$ cat src/rtl/eep_cal_ctrl.sv
// Calibration EEPROM sequencer: boot-loads N_CAL bytes into cal_bank, then serves host reads/writes.
// Optional write read-back verify is enabled by defining EEP_WR_VERIFY_EN.
module eep_cal_ctrl #(
  parameter int          N_CAL   = 8,
  parameter logic [15:0] ACK_VAL = 16'hA5A5
) (
  input  logic               clk,
  input  logic               rst_n,
  output logic               spi_wrt,
  output logic [15:0]        spi_cmd,
  input  logic               spi_done,
  input  logic [15:0]        spi_rd,
  input  logic               req,
  input  logic               req_wr,
  input  logic [5:0]         req_addr,
  input  logic [7:0]         req_wdata,
  output logic               ack,
  output logic [7:0]         rdata,
  output logic               err,
  output logic               boot_done,
  output logic [8*N_CAL-1:0] cal_bank
);

  typedef enum logic [3:0] {
    BOOT_CMD, BOOT_WAIT, IDLE, H_CMD, H_WAIT, H_RSP, H_RSP_WAIT,
    V_CMD, V_WAIT, V_RSP, V_RSP_WAIT, DONE
  } state_t;

  localparam logic [1:0] OP_RD   = 2'b00;
  localparam logic [1:0] OP_WR   = 2'b01;
  localparam logic [6:0] N_CAL_W = 7'(N_CAL);

  state_t               state_q, state_d;
  logic [6:0]           cnt_q, cnt_d;
  logic                 wrt_q, wrt_d;
  logic [15:0]          cmd_q, cmd_d;
  logic                 ack_q, ack_d;
  logic [7:0]           rdata_q, rdata_d;
  logic                 err_q, err_d;
  logic                 boot_q, boot_d;
  logic [8*N_CAL-1:0]   bank_q, bank_d;
  logic                 hold_q, hold_d;
  logic                 lat_en;
  logic                 wr_q;
  logic [5:0]           addr_q;
  logic [7:0]           wdata_q;
  logic                 in_cal;

  function automatic logic [15:0] rd_cmd(input logic [5:0] a);
    return {OP_RD, a, 8'h00};
  endfunction

  function automatic logic [15:0] wr_cmd(input logic [5:0] a, input logic [7:0] d);
    return {OP_WR, a, d};
  endfunction

  assign in_cal = ({1'b0, addr_q} < N_CAL_W);

  always_comb begin
    state_d = state_q;
    cnt_d   = cnt_q;
    wrt_d   = 1'b0;
    cmd_d   = cmd_q;
    ack_d   = 1'b0;
    rdata_d = rdata_q;
    err_d   = err_q;
    boot_d  = boot_q;
    bank_d  = bank_q;
    hold_d  = hold_q;
    lat_en  = 1'b0;
    case (state_q)
      BOOT_CMD: begin
        // The extra last transaction only collects the previous response
        wrt_d   = 1'b1;
        cmd_d   = rd_cmd((cnt_q == N_CAL_W) ? 6'd0 : cnt_q[5:0]);
        state_d = BOOT_WAIT;
      end
      BOOT_WAIT: begin
        if (spi_done) begin
          if (cnt_q != 7'd0)
            bank_d[8*int'(cnt_q - 7'd1) +: 8] = spi_rd[7:0];
          if (cnt_q < N_CAL_W) begin
            cnt_d   = cnt_q + 7'd1;
            state_d = BOOT_CMD;
          end else begin
            cnt_d   = 7'd0;
            boot_d  = 1'b1;
            state_d = IDLE;
          end
        end
      end
      IDLE: begin
        // First IDLE cycle after an ack still sees the finished request's req
        if (hold_q) begin
          hold_d = 1'b0;
        end else if (req) begin
          lat_en  = 1'b1;
          state_d = H_CMD;
        end
      end
      H_CMD: begin
        wrt_d   = 1'b1;
        cmd_d   = wr_q ? wr_cmd(addr_q, wdata_q) : rd_cmd(addr_q);
        state_d = H_WAIT;
      end
      H_WAIT: begin
        if (spi_done) state_d = H_RSP;
      end
      H_RSP: begin
        wrt_d   = 1'b1;
        cmd_d   = rd_cmd(addr_q);
        state_d = H_RSP_WAIT;
      end
      H_RSP_WAIT: begin
        if (spi_done) begin
          if (!wr_q) begin
            rdata_d = spi_rd[7:0];
            err_d   = 1'b0;
            ack_d   = 1'b1;
            state_d = DONE;
          end else if (spi_rd != ACK_VAL) begin
            rdata_d = 8'h00;
            err_d   = 1'b1;
            ack_d   = 1'b1;
            state_d = DONE;
          end else begin
            rdata_d = 8'h00;
`ifdef EEP_WR_VERIFY_EN
            state_d = V_CMD;
`else
            err_d   = 1'b0;
            ack_d   = 1'b1;
            state_d = DONE;
            if (in_cal) bank_d[8*int'(addr_q) +: 8] = wdata_q;
`endif
          end
        end
      end
`ifdef EEP_WR_VERIFY_EN
      V_CMD: begin
        wrt_d   = 1'b1;
        cmd_d   = rd_cmd(addr_q);
        state_d = V_WAIT;
      end
      V_WAIT: begin
        if (spi_done) state_d = V_RSP;
      end
      V_RSP: begin
        wrt_d   = 1'b1;
        cmd_d   = rd_cmd(addr_q);
        state_d = V_RSP_WAIT;
      end
      V_RSP_WAIT: begin
        if (spi_done) begin
          err_d   = (spi_rd[7:0] != wdata_q);
          ack_d   = 1'b1;
          state_d = DONE;
          if (spi_rd[7:0] == wdata_q && in_cal) bank_d[8*int'(addr_q) +: 8] = wdata_q;
        end
      end
`endif
      DONE: begin
        hold_d  = 1'b1;
        state_d = IDLE;
      end
      default: state_d = BOOT_CMD;
    endcase
  end

  always_ff @(posedge clk or negedge rst_n) begin
    if (!rst_n) begin
      state_q <= BOOT_CMD;
      cnt_q   <= 7'd0;
      wrt_q   <= 1'b0;
      cmd_q   <= 16'h0000;
      ack_q   <= 1'b0;
      rdata_q <= 8'h00;
      err_q   <= 1'b0;
      boot_q  <= 1'b0;
      bank_q  <= '0;
      hold_q  <= 1'b0;
    end else begin
      state_q <= state_d;
      cnt_q   <= cnt_d;
      wrt_q   <= wrt_d;
      cmd_q   <= cmd_d;
      ack_q   <= ack_d;
      rdata_q <= rdata_d;
      err_q   <= err_d;
      boot_q  <= boot_d;
      bank_q  <= bank_d;
      hold_q  <= hold_d;
    end
  end

  // Request capture: data-only, qualified by the IDLE accept
  always_ff @(posedge clk) begin
    if (lat_en) begin
      wr_q    <= req_wr;
      addr_q  <= req_addr;
      wdata_q <= req_wdata;
    end
  end

  assign spi_wrt   = wrt_q;
  assign spi_cmd   = cmd_q;
  assign ack       = ack_q;
  assign rdata     = rdata_q;
  assign err       = err_q;
  assign boot_done = boot_q;
  assign cal_bank  = bank_q;

endmodule

$ cat config.mk
export PLATFORM = sky130hd
export DESIGN_NAME = eep_cal_ctrl
export DESIGN_NICKNAME = d
export VERILOG_FILES = /design/src/rtl/eep_cal_ctrl.sv
export SDC_FILE = /design/constraint.sdc
export NUM_CORES = 1
export LEC_CHECK = 0
export ABC_AREA = 1
export CORE_UTILIZATION = 53
export CTS_CLUSTER_SIZE = 8
export DETAILED_ROUTE_END_ITERATION = 7
export PLACE_DENSITY = 0.79
export SLEW_MARGIN = 40
export SYNTH_ARGS = -nofsm -noshare
export SYNTH_HDL_FRONTEND = slang
export SYNTH_SLANG_ARGS = --single-unit
$ cat constraint.sdc
create_clock -name clk -period 5.1 [get_ports clk]
set_input_delay 1.02 -clock clk [delete_from_list [all_inputs] [get_ports clk]]
set_output_delay 1.02 -clock clk [all_outputs]
set_load 0.1 [all_outputs]
=== Word-level counts from Yosys, hierarchy flattened ===
Index checks and enable logic that the tools add are counted.
W data, S select, Z words.

* Equality and inequality tests: 18
* Add/subtract/negate cells: 4
* Bitwise logic cells: 1
* Reduce and logical (&&, ||, !) cells: 11
* Shift-type cells: 4
* Mux-type cells: 30
* Magnitude comparators: 2

{| class="wikitable"
|+ Operators with widths
! operator !! number
|-
| $mux W64 || 6
|-
| $bwmux W64 || 2
|-
| $pmux W64 S2 || 1
|-
| $shift A8 B33 Y64 const A || 2
|-
| $shiftx A8 B33 Y64 || 2
|-
| $pmux W16 S3 || 1
|-
| $neg A11 Y33 || 1
|-
| $neg A9 Y33 || 1
|-
| $pmux W4 S8 || 1
|-
| $mux W4 || 5
|-
| $ne A2 B2 Y1 const B || 9
|-
| $ne A16 B16 Y1 const B || 1
|-
| $mux W15 || 1
|-
| $eq A4 B3 Y1 const B || 3
|-
| $eq A4 B2 Y1 const B || 2
|-
| $mux W1 || 8
|-
| $mux W8 || 1
|-
| $sub A7 B1 Y8 const B || 1
|-
| $add A7 B1 Y7 const B || 1
|-
| $eq A7 B4 Y1 const B || 1
|-
| $lt A7 B4 Y1 const B || 1
|-
| $mux W7 || 1
|-
| $reduce_and A7 Y1 || 1
|-
| $reduce_bool A7 Y1 || 1
|-
| 14 further kinds || 16
|}

* Input bits: 35
* Bits in registers: 119

=== Depth between registers and ports, before layout ===
* Depth after elaboration: 8
* Mapped depth: 27
* Depth with buffers taken out: 26

=== Worst setup path after synthesis ===
OpenSTA, ideal clock, no wires.

* Path type: register to register
* From: register cnt_q[0]
* To: register bank_q[10] (netlist: cal_bank[10])
* Cell stages (with the launch flop): 27
* Data required time: 4.980 ns
* Setup time: 0.120 ns
* Arrival time: 3.463 ns
* Slack: 1.517 ns
* Clock period less this slack: 3.583 ns
* Path buffers: 1
* Cell sequence: dfrtp_1 inv_2 buf_1 ha_1 inv_2 nand2_1 nand3_2 nor2_4 nand2_4 nor2_4 inv_1 ha_1 inv_1 nor4_1 nand2_1 nor2_1 nand2_1 nand2_1 nand2_1 nor2_4 nand3_4 nor2_8 nand2_2 nand2_4 nand2_4 nand2_1 nand2_1

* Word-level cells in the longest chain between the ends: 7

{| class="wikitable"
|+ RTL lines
! what !! line !! source
|-
| start: declaration || 34 || <nowiki>logic [6:0] cnt_q, cnt_d;</nowiki>
|-
| start signal: assignment || 184 || <nowiki>cnt_q <= cnt_d;</nowiki>
|-
| $sub A7 B1 Y8 || 81 || <nowiki>bank_d[8*int'(cnt_q - 7'd1) +: 8] = spi_rd[7:0];</nowiki>
|-
| $neg A11 Y33 || 81 ||
|-
| $shiftx A8 B33 Y64 / $shift A8 B33 Y64 (equally long branches) || 81 ||
|-
| $bwmux W64 || 81 ||
|-
| $mux W64 || 80 || <nowiki>if (cnt_q != 7'd0)</nowiki>
|-
| $mux W64 || 79 || <nowiki>if (spi_done) begin</nowiki>
|-
| $pmux W64 S2 || 71 || <nowiki>case (state_q)</nowiki>
|-
| end signal: assignment || 191 || <nowiki>bank_q <= bank_d;</nowiki>
|-
| end: declaration || 41 || <nowiki>logic [8*N_CAL-1:0] bank_q, bank_d;</nowiki>
|}

Several ways; a longest one is shown, not always the timed one. The select of a mux whose other input is x is not followed.
A chain may end at the register's enable or synchronous reset.

=== Worst setup path in the final report ===
Ends and elaborated chain as after synthesis.

==> metrics.yaml <==
outcome:
  status: "complete, no violations"
logic_synthesis:
  yosysWarnings: 0
  synthMuxAreaShare_pct: 0
  synthAdderAreaFrac_pct: 2.359
  syn_inst: 912
  synth_compound_area_share_pct: 5.699
  yosysMostFrequentCell: "nand2_1"
  ys_top_cells_by_area: "dfrtp_1 (37%), nand2_1 (16%), nand3_1 (8.6%)"
  syn_area_um2: 6894
  synth_xor_area_share_pct: 0.3811
  yosys_most_used_dff: "dfrtp_1"
  yosys.area.top_type: "dfrtp_1"
  ys_top_cells_by_count: "nand2_1 (297), nand3_1 (119), dfrtp_1 (103), nor2_1 (76), inv_1 (67)"
  synth_top_area_share_pct: 37.39
  synth_top_family_by_area: "simple AND/OR/NAND/NOR gates"
  async_reset_ff_share_pct: 87.29
  syn_nets: 960
  synth_edf_count: 15
  ys_seq_elements: 118
  synth.yosys.seq_area_share_pct: 43.92
  synth_simple_gate_area_share_pct: 40.94
  syn_avg_cell_area_um2: 7.559
  ys_types: 45
floorplanning:
  die_y_um: 116.1
  coreArea_um2: 12670
  row_count: 41
  start_util_pct: 54.41
  io_pins: 127
  die_w_um: 116.1
  dieArea_um2: 13470
routing:
  via_per_inst: 5.420
  drt-total-wl_um: 18860
  postRouteAntennaNets: 0
  vias: 6623
  drt_iter0_drc: 484
  wl_per_cell_um: 15.43
  drc: 0
  first_pass_iters: 5
global_route:
  antenna_found_initial: 0
  grt_pass1_wl_um: 30480
  grt_max_degree: 64
  grt_usage_pct: 29.88
  gr-total-overflow: 0
  grt_pass1_vias: 6092
timing:
  clock.fmax_mhz: 255.5
  fin_crit_ns: 3.915
  tns_ns: 0
  tightest_slew_ns: 0.7102
  hold_slack_ns: 0.4713
  post-route-period-util_pct: 76.76
  finalSetupViolations: 0
  relSlewSlack_pct: 52.60
  hold_viol: 0
  drv_slew: 0
  rsz0062_at_grt: "false"
  finClkSkew_ns: 0.006075
place:
  place_area_um2: 7815
  gp_congestion: 0.9400
  dpl.hpwl_um: 13710
  io_buffer_count: 125
worst_setup_path:
  cp_max_fo: 19
  reg2reg_to: "cal_bank[10]"
  r2r_start: "cnt_q[0]"
  reg2reg_depth: 25
  crit_arrival_ns: 4.22
  endpoint_kind: "flip-flop"
  start_kind: "flip-flop"
  path_class: "flip-flop to flip-flop"
  crit_required_ns: 5.40
  r2r_slack_ns: 1.19
cells_and_area:
  syn_to_final_growth_pct: 22.43
  drive_above_1_share_pct: 19.43
  fin_area_um2: 8441
  n_fill_cell: 1099
  nNetsFinal: 1085
  diodes: 0
power_and_ir_drop:
  powerDensity_nw_per_um2: 580.6
  ir_drop_uv: 470.6
  p_leak_nw: 4.648
clocking:
  root_buffer: "clkbuf_16"
  clk_latency_ns: 0.42
  cts.htree.levels: 4
  cts_hold_buf: 0
  cts_tree: "built"
  cts_resized: 0
  cts_inserted_buffers: 17
  post-cts-setup-buffer-count: 0
  clock_sink_count: 118
  clockBufferDepth: 2
  clkTransAtPathRegs_ns: 0.06
worst_hold_path:
  hp-class: "flip-flop to flip-flop"
  hold_path.startpoint: "cal_bank[24]"
  holdPathStages: 2
  whs_endpoint: "cal_bank[24]"
run:
  maxCapViolCount: 0
## placed cells by master (no fill, tap or decap), types with 4 or more instances in the layout
master           Yosys  routed
a21oi_1             19      19
buf_2                5      91
buf_4                1       6
clkbuf_16            0      17
clkbuf_8             0       5
clkdlybuf4s50_1      0      33
dfrtp_1            103     103
edfxtp_1            15      15
ha_1                13      13
inv_1               67      67
inv_2               13      13
nand2_1            297     297
nand2_2             21      21
nand2_4             16      16
nand3_1            119     119
nand4_1             11      11
nor2_1              76      75
nor2_2               8       8
nor2_4               4       5
nor2_8               4       4
nor3_1              23      23
nor4_1               5       5
o21ai_0             40      40
## state kept, by name, summed over array words and instances, names as in the netlist
register / flops
cnt_q: 7
hold_q: 1
boot_done: 1
spi_wrt: 1
wr_q: 1
wdata_q: 8
addr_q: 6
err: 1
rdata: 8
spi_cmd: 15
ack: 1
cal_bank: 64
state_q: 4
## logic make-up after synthesis
| group | count (synthesis) |
|---|---|
| flip-flops | 118 |
| AND/OR/NAND/NOR | 597 |
| AO/OA/AOI/OAI | 71 |
| other | 1 |
| XOR/XNOR | 3 |
| buffers and inverters | 109 |
| adder cells (fa/ha/maj) | 13 |
## cell type report
class | instances | area (µm²) | share of cell area, %
Multi-Input combinational cell | 685 | 3417 | 40.48
Clock inverter | 7 | 116.4 | 1.379
Tap cell | 172 | 215.2 | 2.550
Timing Repair Buffer | 131 | 842.1 | 9.976
Sequential cell | 118 | 3028 | 35.87
Clock buffer | 25 | 505.5 | 5.989
Inverter | 84 | 316.6 | 3.750
## critical path, cell delays in order, from the launching register on
cell and delay (ns):
dfrtp_1 0.44, inv_2 0.30, ha_1 0.32, inv_2 0.04
nand2_1 0.10, nand3_2 0.14, nor2_4 0.14, nand2_4 0.07
nor2_4 0.15, inv_1 0.06, ha_1 0.27, inv_1 0.05
nor4_1 0.27, nand2_1 0.08, nor2_1 0.09, nand2_1 0.06
nand2_1 0.07, nand2_1 0.08, nor2_4 0.15, nand3_4 0.17
nor2_8 0.28, nand2_2 0.10, nand2_4 0.12, nand2_4 0.09
nand2_1 0.10, nand2_1 0.08
## worst max path at each step
| stage | to | slack, ns | depth (start not counted) | start |
|---|---|---|---|---|
| finish | cal_bank[10] | 1.19 | 25 | cnt_q[0] |
| global route | cal_bank[10] | 0.85 | 25 | cnt_q[0] |
| CTS | cal_bank[45] | 1.21 | 25 | cnt_q[0] |
| detailed placement | cal_bank[50] | 1.25 | 25 | cnt_q[0] |
| global placement | cal_bank[51] | 1.29 | 25 | cnt_q[0] |
| floorplan | cal_bank[10] | 1.52 | 26 | cnt_q[0] |
## power breakdown
part | leakage (nW) | internal, mW | switching (mW)
Clock | 0.303 | 0.832 | 0.426
Sequential | 1.54 | 1.09 | 0.116
Combinational | 2.80 | 0.512 | 1.93
## metal layers
layer | up-vias | GRT usage (%) | wire length, µm
met5 | - | 0 | 0
met3 | 38 | 7.584 | 1692
met1 | 3031 | 41.06 | 8429
met4 | 0 | 12.56 | 416
met2 | 344 | 44.92 | 8320
li1 | 3210 | - | -
## per-stage QoR
stage	instances	power [mW]	setup WS, ns	utilization, %
4_1_cts	1222	4.889	1.214	66.58
2_1_floorplan	912	3.165	1.517	-
3_3_place_gp	1190	3.684	1.286	65.21
6_report	1222	4.900	1.185	66.61
3_5_place_dp	1190	3.628	1.247	61.68
5_1_grt	1222	5.161	0.8466	66.61
(Power assumes the default switching activity.)
